`src/rtl/latch_wr_sched_pkg.sv`:
```
// rtl/latch_wr_sched_pkg.sv - shared types and constants for the latch write scheduler
package latch_wr_sched_pkg;

    typedef enum logic [1:0] {
        IDLE  = 2'd0,
        SETUP = 2'd1,
        OPEN  = 2'd2,
        HOLD  = 2'd3
    } state_e;

    localparam int CNT_W   = 4;
    localparam int MAX_CYC = 15;

    // Window counters hold "cycles remaining after this one", so a window of n loads n-1.
    function automatic logic [CNT_W-1:0] last_cnt(input int cycles);
        return (cycles > 0) ? CNT_W'(cycles - 1) : '0;
    endfunction

endpackage

```
`src/rtl/latch_wr_sched_if.sv`:
```
// rtl/latch_wr_sched_if.sv - requester/latch-bank bundle; LATCH_WR_SCHED_VERIFY_EN adds latch_q/err
interface latch_wr_sched_if #(
    parameter int N_REQ = 4,
    parameter int WIDTH = 8
);
    logic [N_REQ-1:0]       req;
    logic [N_REQ*WIDTH-1:0] wdata;
    logic [N_REQ-1:0]       gnt;
    logic                   done;
    logic                   busy;
    logic [WIDTH-1:0]       latch_d;
    logic                   latch_en;

`ifdef LATCH_WR_SCHED_VERIFY_EN
    logic [WIDTH-1:0]       latch_q;
    logic                   err;

    modport master (
        output req, wdata, latch_q,
        input  gnt, done, busy, latch_d, latch_en, err
    );
    modport slave (
        input  req, wdata, latch_q,
        output gnt, done, busy, latch_d, latch_en, err
    );
`else
    modport master (
        output req, wdata,
        input  gnt, done, busy, latch_d, latch_en
    );
    modport slave (
        input  req, wdata,
        output gnt, done, busy, latch_d, latch_en
    );
`endif

endinterface

```
`src/rtl/latch_wr_sched_rr_arbiter.sv`:
```
// rtl/latch_wr_sched_rr_arbiter.sv - round-robin pick from a registered pointer
module rr_arbiter #(
    parameter  int N_REQ = 4,
    localparam int IDX_W = $clog2(N_REQ)
) (
    input  logic             clk,
    input  logic             rst_n,
    input  logic [N_REQ-1:0] req,
    input  logic             advance,
    input  logic [IDX_W-1:0] last_idx,
    output logic [N_REQ-1:0] grant,
    output logic [IDX_W-1:0] winner,
    output logic             valid
);

    logic [IDX_W-1:0] ptr;

    // First active request scanning upward from ptr, wrapping past N_REQ-1.
    always_comb begin
        int idx;
        idx    = 0;
        grant  = '0;
        winner = '0;
        valid  = 1'b0;
        for (int k = 0; k < N_REQ; k++) begin
            idx = int'(ptr) + k;
            if (idx >= N_REQ) idx = idx - N_REQ;
            if (!valid && req[idx]) begin
                valid      = 1'b1;
                winner     = IDX_W'(idx);
                grant[idx] = 1'b1;
            end
        end
    end

    always_ff @(posedge clk or negedge rst_n) begin
        if (!rst_n) begin
            ptr <= '0;
        end else if (advance) begin
            ptr <= (int'(last_idx) == N_REQ - 1) ? '0 : last_idx + IDX_W'(1);
        end
    end

endmodule

```
`src/rtl/latch_wr_sched.sv`:
```
// rtl/latch_wr_sched.sv - latch-bank write scheduler; LATCH_WR_SCHED_VERIFY_EN adds readback compare
module latch_wr_sched
    import latch_wr_sched_pkg::*;
#(
    parameter int N_REQ     = 4,
    parameter int WIDTH     = 8,
    parameter int SETUP_CYC = 2,
    parameter int OPEN_CYC  = 1,
    parameter int HOLD_CYC  = 1
) (
    input  logic            clk,
    input  logic            rst_n,
    latch_wr_sched_if.slave bus
);

    localparam int IDX_W = $clog2(N_REQ);
    localparam logic [CNT_W-1:0] SETUP_LAST = last_cnt(SETUP_CYC);
    localparam logic [CNT_W-1:0] OPEN_LAST  = last_cnt(OPEN_CYC);
    localparam logic [CNT_W-1:0] HOLD_LAST  = last_cnt(HOLD_CYC);
    localparam logic OPEN_ENDS = (HOLD_CYC == 0);

    if (N_REQ < 2 || N_REQ > 8) begin : g_bad_nreq
        $error("latch_wr_sched: N_REQ must be 2..8");
    end
    if (OPEN_CYC < 1 || OPEN_CYC > MAX_CYC) begin : g_bad_open
        $error("latch_wr_sched: OPEN_CYC must be 1..15");
    end
    if (SETUP_CYC < 0 || SETUP_CYC > MAX_CYC) begin : g_bad_setup
        $error("latch_wr_sched: SETUP_CYC must be 0..15");
    end
    if (HOLD_CYC < 0 || HOLD_CYC > MAX_CYC) begin : g_bad_hold
        $error("latch_wr_sched: HOLD_CYC must be 0..15");
    end

    state_e           state;
    logic [CNT_W-1:0] cnt;
    logic [IDX_W-1:0] cur_idx;
    logic [N_REQ-1:0] gnt_q;
    logic             done_q;
    logic             busy_q;
    logic             en_q;
    logic [WIDTH-1:0] d_q;

    logic [N_REQ-1:0] pick_gnt;
    logic [IDX_W-1:0] pick_idx;
    logic             pick_valid;

    // done_q is high only in the final cycle of a write, so it doubles as the pointer advance.
    rr_arbiter #(.N_REQ(N_REQ)) u_arb (
        .clk      (clk),
        .rst_n    (rst_n),
        .req      (bus.req),
        .advance  (done_q),
        .last_idx (cur_idx),
        .grant    (pick_gnt),
        .winner   (pick_idx),
        .valid    (pick_valid)
    );

    // All outputs are registered one cycle ahead so done lands in the last window cycle.
    always_ff @(posedge clk or negedge rst_n) begin
        if (!rst_n) begin
            state   <= IDLE;
            cnt     <= '0;
            cur_idx <= '0;
            gnt_q   <= '0;
            done_q  <= 1'b0;
            busy_q  <= 1'b0;
            en_q    <= 1'b0;
            d_q     <= '0;
        end else begin
            case (state)
                IDLE: begin
                    if (pick_valid) begin
                        gnt_q   <= pick_gnt;
                        busy_q  <= 1'b1;
                        cur_idx <= pick_idx;
                        d_q     <= bus.wdata[int'(pick_idx)*WIDTH +: WIDTH];
                        if (SETUP_CYC > 0) begin
                            state <= SETUP;
                            cnt   <= SETUP_LAST;
                        end else begin
                            state  <= OPEN;
                            cnt    <= OPEN_LAST;
                            en_q   <= 1'b1;
                            done_q <= OPEN_ENDS && (OPEN_CYC == 1);
                        end
                    end
                end
                SETUP: begin
                    if (cnt == '0) begin
                        state  <= OPEN;
                        cnt    <= OPEN_LAST;
                        en_q   <= 1'b1;
                        done_q <= OPEN_ENDS && (OPEN_CYC == 1);
                    end else begin
                        cnt <= cnt - CNT_W'(1);
                    end
                end
                OPEN: begin
                    if (cnt == '0) begin
                        en_q <= 1'b0;
                        if (OPEN_ENDS) begin
                            state  <= IDLE;
                            gnt_q  <= '0;
                            busy_q <= 1'b0;
                            done_q <= 1'b0;
                        end else begin
                            state  <= HOLD;
                            cnt    <= HOLD_LAST;
                            done_q <= (HOLD_CYC == 1);
                        end
                    end else begin
                        cnt    <= cnt - CNT_W'(1);
                        done_q <= OPEN_ENDS && (cnt == CNT_W'(1));
                    end
                end
                HOLD: begin
                    if (cnt == '0) begin
                        state  <= IDLE;
                        gnt_q  <= '0;
                        busy_q <= 1'b0;
                        done_q <= 1'b0;
                    end else begin
                        cnt    <= cnt - CNT_W'(1);
                        done_q <= (cnt == CNT_W'(1));
                    end
                end
                default: state <= IDLE;
            endcase
        end
    end

    assign bus.gnt      = gnt_q;
    assign bus.done     = done_q;
    assign bus.busy     = busy_q;
    assign bus.latch_en = en_q;
    assign bus.latch_d  = d_q;

`ifdef LATCH_WR_SCHED_VERIFY_EN
    assign bus.err = done_q && (bus.latch_q != d_q);
`endif

endmodule

```
`src/flat_wrapper.sv`:
```
// flat-port wrapper written by rule: the top's interface ports become plain ports
module latch_wr_sched_flat import latch_wr_sched_pkg::*;
#(
    parameter int N_REQ     = 4,
    parameter int WIDTH     = 8,
    parameter int SETUP_CYC = 2,
    parameter int OPEN_CYC  = 1,
    parameter int HOLD_CYC  = 1
)
  (clk, rst_n, bus_req, bus_wdata, bus_gnt, bus_done, bus_busy, bus_latch_d, bus_latch_en);
  latch_wr_sched_if #(.N_REQ(N_REQ), .WIDTH(WIDTH)) bus_i ();
  input  logic clk;
  input  logic rst_n;
  input wire logic [$bits(bus_i.req)-1:0] bus_req;
  input wire logic [$bits(bus_i.wdata)-1:0] bus_wdata;
  output wire logic [$bits(bus_i.gnt)-1:0] bus_gnt;
  output wire logic [$bits(bus_i.done)-1:0] bus_done;
  output wire logic [$bits(bus_i.busy)-1:0] bus_busy;
  output wire logic [$bits(bus_i.latch_d)-1:0] bus_latch_d;
  output wire logic [$bits(bus_i.latch_en)-1:0] bus_latch_en;
  assign bus_i.req = bus_req;
  assign bus_i.wdata = bus_wdata;
  assign bus_gnt = bus_i.gnt;
  assign bus_done = bus_i.done;
  assign bus_busy = bus_i.busy;
  assign bus_latch_d = bus_i.latch_d;
  assign bus_latch_en = bus_i.latch_en;
  latch_wr_sched #(.N_REQ(N_REQ), .WIDTH(WIDTH), .SETUP_CYC(SETUP_CYC), .OPEN_CYC(OPEN_CYC), .HOLD_CYC(HOLD_CYC)) u_core (.clk(clk), .rst_n(rst_n), .bus(bus_i));
endmodule
```
`config.mk`:
```
export PLATFORM = sky130hd
export DESIGN_NAME = latch_wr_sched_flat
export DESIGN_NICKNAME = d
export VERILOG_FILES = /design/src/rtl/latch_wr_sched_pkg.sv /design/src/rtl/latch_wr_sched_if.sv /design/src/rtl/latch_wr_sched_rr_arbiter.sv /design/src/rtl/latch_wr_sched.sv /design/src/flat_wrapper.sv
export SDC_FILE = /design/constraint.sdc
export NUM_CORES = 1
export LEC_CHECK = 0
export ABC_CLOCK_PERIOD_IN_PS = 5850
export CORE_AREA = 2 2 89 91
export CTS_CLUSTER_DIAMETER = 200
export DETAILED_ROUTE_END_ITERATION = 12
export DIE_AREA = 0 0 91 93
export HOLD_SLACK_MARGIN = 0.1
export PLACE_DENSITY = 0.48
export SLEW_MARGIN = 15
export SYNTH_ARGS = -nofsm -noshare
export SYNTH_HDL_FRONTEND = slang
export SYNTH_SLANG_ARGS = --single-unit
```
`constraint.sdc`:
```
create_clock -name clk -period 5.85 [get_ports clk]
set_input_delay 1.755 -clock clk [delete_from_list [all_inputs] [get_ports clk]]
set_output_delay 1.755 -clock clk [all_outputs]
set_load 0.005 [all_outputs]
```
==> reports/results.ini <==
[clock_tree]
clock_latency_of_the_later_clocked_register_in_the_worst_skew_pair_ps=270
cts_setup_buffers=0
h-tree-depth=1
tritoncts=yes
ctsRootBufferMaster=sky130_fd_sc_hd__clkbuf_8
cts_hold_repair.buffers=0
cts.path.max_buffers=2
post_cts_resize_count=0
clk_pin_slew_worst_paths_ps=100
tritoncts_num_sinks=25
tritoncts.num_buffers=3

[global_route]
first_pass_grt_wire_length_um=8160
grt_overflow=0
grt_start_max_net_pins=26
grtUsageTotal_pct=11.9
initial_antenna_violation_count=0
first_global_vias=1629

[detailed_routing]
top_layer_used=met4
detailed_route_wirelength_on_metal3_um=117
wl_met2_um=2580
drcViolationCount=0
met1_length_um=2250
dr.first_iter.drc_count=61
detail-route-antenna-nets=0
dr.pass1.iters=4
drt-wirelength-per-cell_um=14.4
drt_wl_total_um=4980
vias=1643
avgViaCountPerCell=4.76

[critical_path]
path_cells=clkdlybuf4s50_1 > mux4_2 > nor2b_1 > o21ai_4 > nand2_4 > mux2i_1 > o211ai_1
worstPathBufferInverterCount=1
crit_type=input port to register
timing.critical_path.fanout_max=9
critical_path_required_ps=5970
critPathCaptureType=register
crit_arrival_ps=4230
slowest_stage=sky130_fd_sc_hd__mux4_2
crit_path_max_incr_delay_ps=630
timing.critical_path.max_delay_family=multiplexers
crit_path_start_kind=input port

[timing]
grt_setup_unrepaired=no
setup-tns-final_ps=0
report.final.hold_viol_count=0
maxSlewViolCount=0
achievable-frequency_mhz=243
min_period_over_period_pct=70.3
worst_slew_pin_slew_ps=773
post-route-min-period_ps=4110
finalSetupViolations=0
maxSlewHeadroom_pct=48.1
skew_ps=6.39

[layout]
flow.area_growth_from_synthesis_pct=36.3
num-nets-final=293
n_diodes=0
drive_above_1_share_pct=5.76
fin_cells=345

[synth]
synthArstFlopShare_pct=100
syn_nets=242
synth_enable_flop_cells=0
synth-seq-cells=25
syn_inst=193
yosysSeqAreaShare_pct=34.3
syn_area_mm2=0.00182
synth_top_cell_area_share_pct=34.3
synth.avg_cell_area_um2=9.45
synth_area_leaders=sky130_fd_sc_hd__dfrtp_1 (34%), sky130_fd_sc_hd__ha_1 (7.5%), sky130_fd_sc_hd__mux2i_1 (4.9%), sky130_fd_sc_hd__o21ai_0 (4.7%), sky130_fd_sc_hd__nand2_1 (4.5%)
yosys.area.top_type=sky130_fd_sc_hd__dfrtp_1
yosys_warnings=0
number_of_different_library_cells_in_the_post_synthesis_netlist=38
dominantRegCellSynth=sky130_fd_sc_hd__dfrtp_1

[power_and_ir_drop]
p_per_area_mw_per_mm2=510
peakVddDrop_v=0.000236
p_leak_nw=1.01

[floorplan]
core_mm2=0.00753
floorplan.rows=32
floorplan.die_area_mm2=0.00846
dieHeight_um=93
ios=53
die_x_um=91
start_util_pct=24.2

[placement]
io_buffers=52
dp_hpwl_um=3850
gpl.final_weighted_congestion=0.731
numPlacedInstances=341

[status]
run_status=finished clean

[min_path]
worstHoldPathType=register to register

[job]
cap_viol_max_count=0

logic make-up after synthesis:
family / count (synthesis) / synth area share, %
AOI/OAI and AO/OA: 69 / 27.0
and+or+nand+nor: 60 / 16.5
DFF: 25 / 34.3
muxes: 15 / 11.3
buffers and inverters: 13 / 3.43
adders and majority gates: 11 / 7.54
stage by stage:
step	hold slack, ps	util [%]	area, um^2	worst slack, ps	total power [mW]
final	495	33.0	2490	1740	1.27
after global routing	523	33.0	2490	1540	1.40
after CTS	506	33.0	2490	1750	1.29
after detailed placement	482	32.4	2440	1480	1.18
after global placement	474	32.4	2440	1430	1.17
after floorplan	453	-	1820	2420	0.927
state kept, by name, indices dropped and copies added (netlist names):
signal / flops
u_core.bus.busy: 1
u_core.bus.done: 1
u_core.bus.gnt: 4
u_core.bus.latch_d: 8
u_core.bus.latch_en: 1
u_core.cnt: 4
u_core.cur_idx: 2
u_core.state: 2
u_core.u_arb.ptr: 2
routing by layer:
| metal | track usage (%) | up-vias |
|---|---|---|
| li1 | - | 820 |
| met1 | 16.1 | 794 |
| met2 | 20.5 | 27 |
| met3 | 1.21 | 2 |
| met4 | 2.65 | 0 |
| met5 | 0 | - |
cells in the final DEF (no fill, tap or decap), types with 3 or more instances in the layout:
cell                               n
sky130_fd_sc_hd__a21bo_1           8
sky130_fd_sc_hd__a21oi_1           9
sky130_fd_sc_hd__a221o_1           4
sky130_fd_sc_hd__a22o_1            4
sky130_fd_sc_hd__a22oi_1           4
sky130_fd_sc_hd__and2_1            3
sky130_fd_sc_hd__clkbuf_8          3
sky130_fd_sc_hd__clkdlybuf4s50_1  52
sky130_fd_sc_hd__dfrtp_1          25
sky130_fd_sc_hd__ha_1             11
sky130_fd_sc_hd__inv_1             6
sky130_fd_sc_hd__mux2i_1           9
sky130_fd_sc_hd__mux4_2            3
sky130_fd_sc_hd__nand2_1          22
sky130_fd_sc_hd__nand2b_1          4
sky130_fd_sc_hd__nand3_1           8
sky130_fd_sc_hd__nor2_1           11
sky130_fd_sc_hd__nor3_1            4
sky130_fd_sc_hd__o211ai_1          9
sky130_fd_sc_hd__o21a_1            3
sky130_fd_sc_hd__o21ai_0          17
cells in the mapped netlist (all sizes together) (2+ instances only):
cell type,n
o21ai,20
nor2,11
mux4,4
a21bo,8
o22ai,2
nand2b,4
nand3,8
o211ai,9
a211oi,2
nor3,4
dfrtp,25
nand2,23
mux2,2
and2,3
nor2b,2
inv,6
a221o,4
o21a,3
clkbuf,3
mux2i,9
a21oi,9
a21o,2
a22oi,4
or3,2
buf,4
a22o,4
ha,11
path summary, 6_finish.rpt:
kind / from / endpoint / slack, ps / cells after the start
max: bus_req[0] / u_core.bus.latch_d[7] / 1740 / 7
min: u_core.bus.busy / u_core.bus.busy / 500 / 1
max reg2reg: u_core.u_arb.ptr[0] / u_core.bus.latch_d[7] / 2360 / 8
min reg2reg: u_core.bus.busy / u_core.bus.busy / 500 / 1
max in group asynchronous: rst_n / u_core.cur_idx[1] / 3750 / 2
min in group asynchronous: rst_n / u_core.bus.latch_d[3] / 1840 / 2
power by group:
part / total [mW] / switching [mW] / internal [mW]
combinational: 0.843 / 0.446 / 0.397
clock: 0.106 / 0.0579 / 0.0477
sequential: 0.319 / 0.0697 / 0.249
total: 1.27 / 0.574 / 0.694
cell type report:
type / count / area [um^2]
clock inverter: 1 / 5.00
multi-input combinational: 155 / 1140
fill: 798 / 5040
sequential: 25 / 626
inverter: 6 / 22.5
timing repair buffer: 53 / 528
clock buffer: 3 / 41.3
tap: 102 / 128
Power figures use the tool's default switching activity.
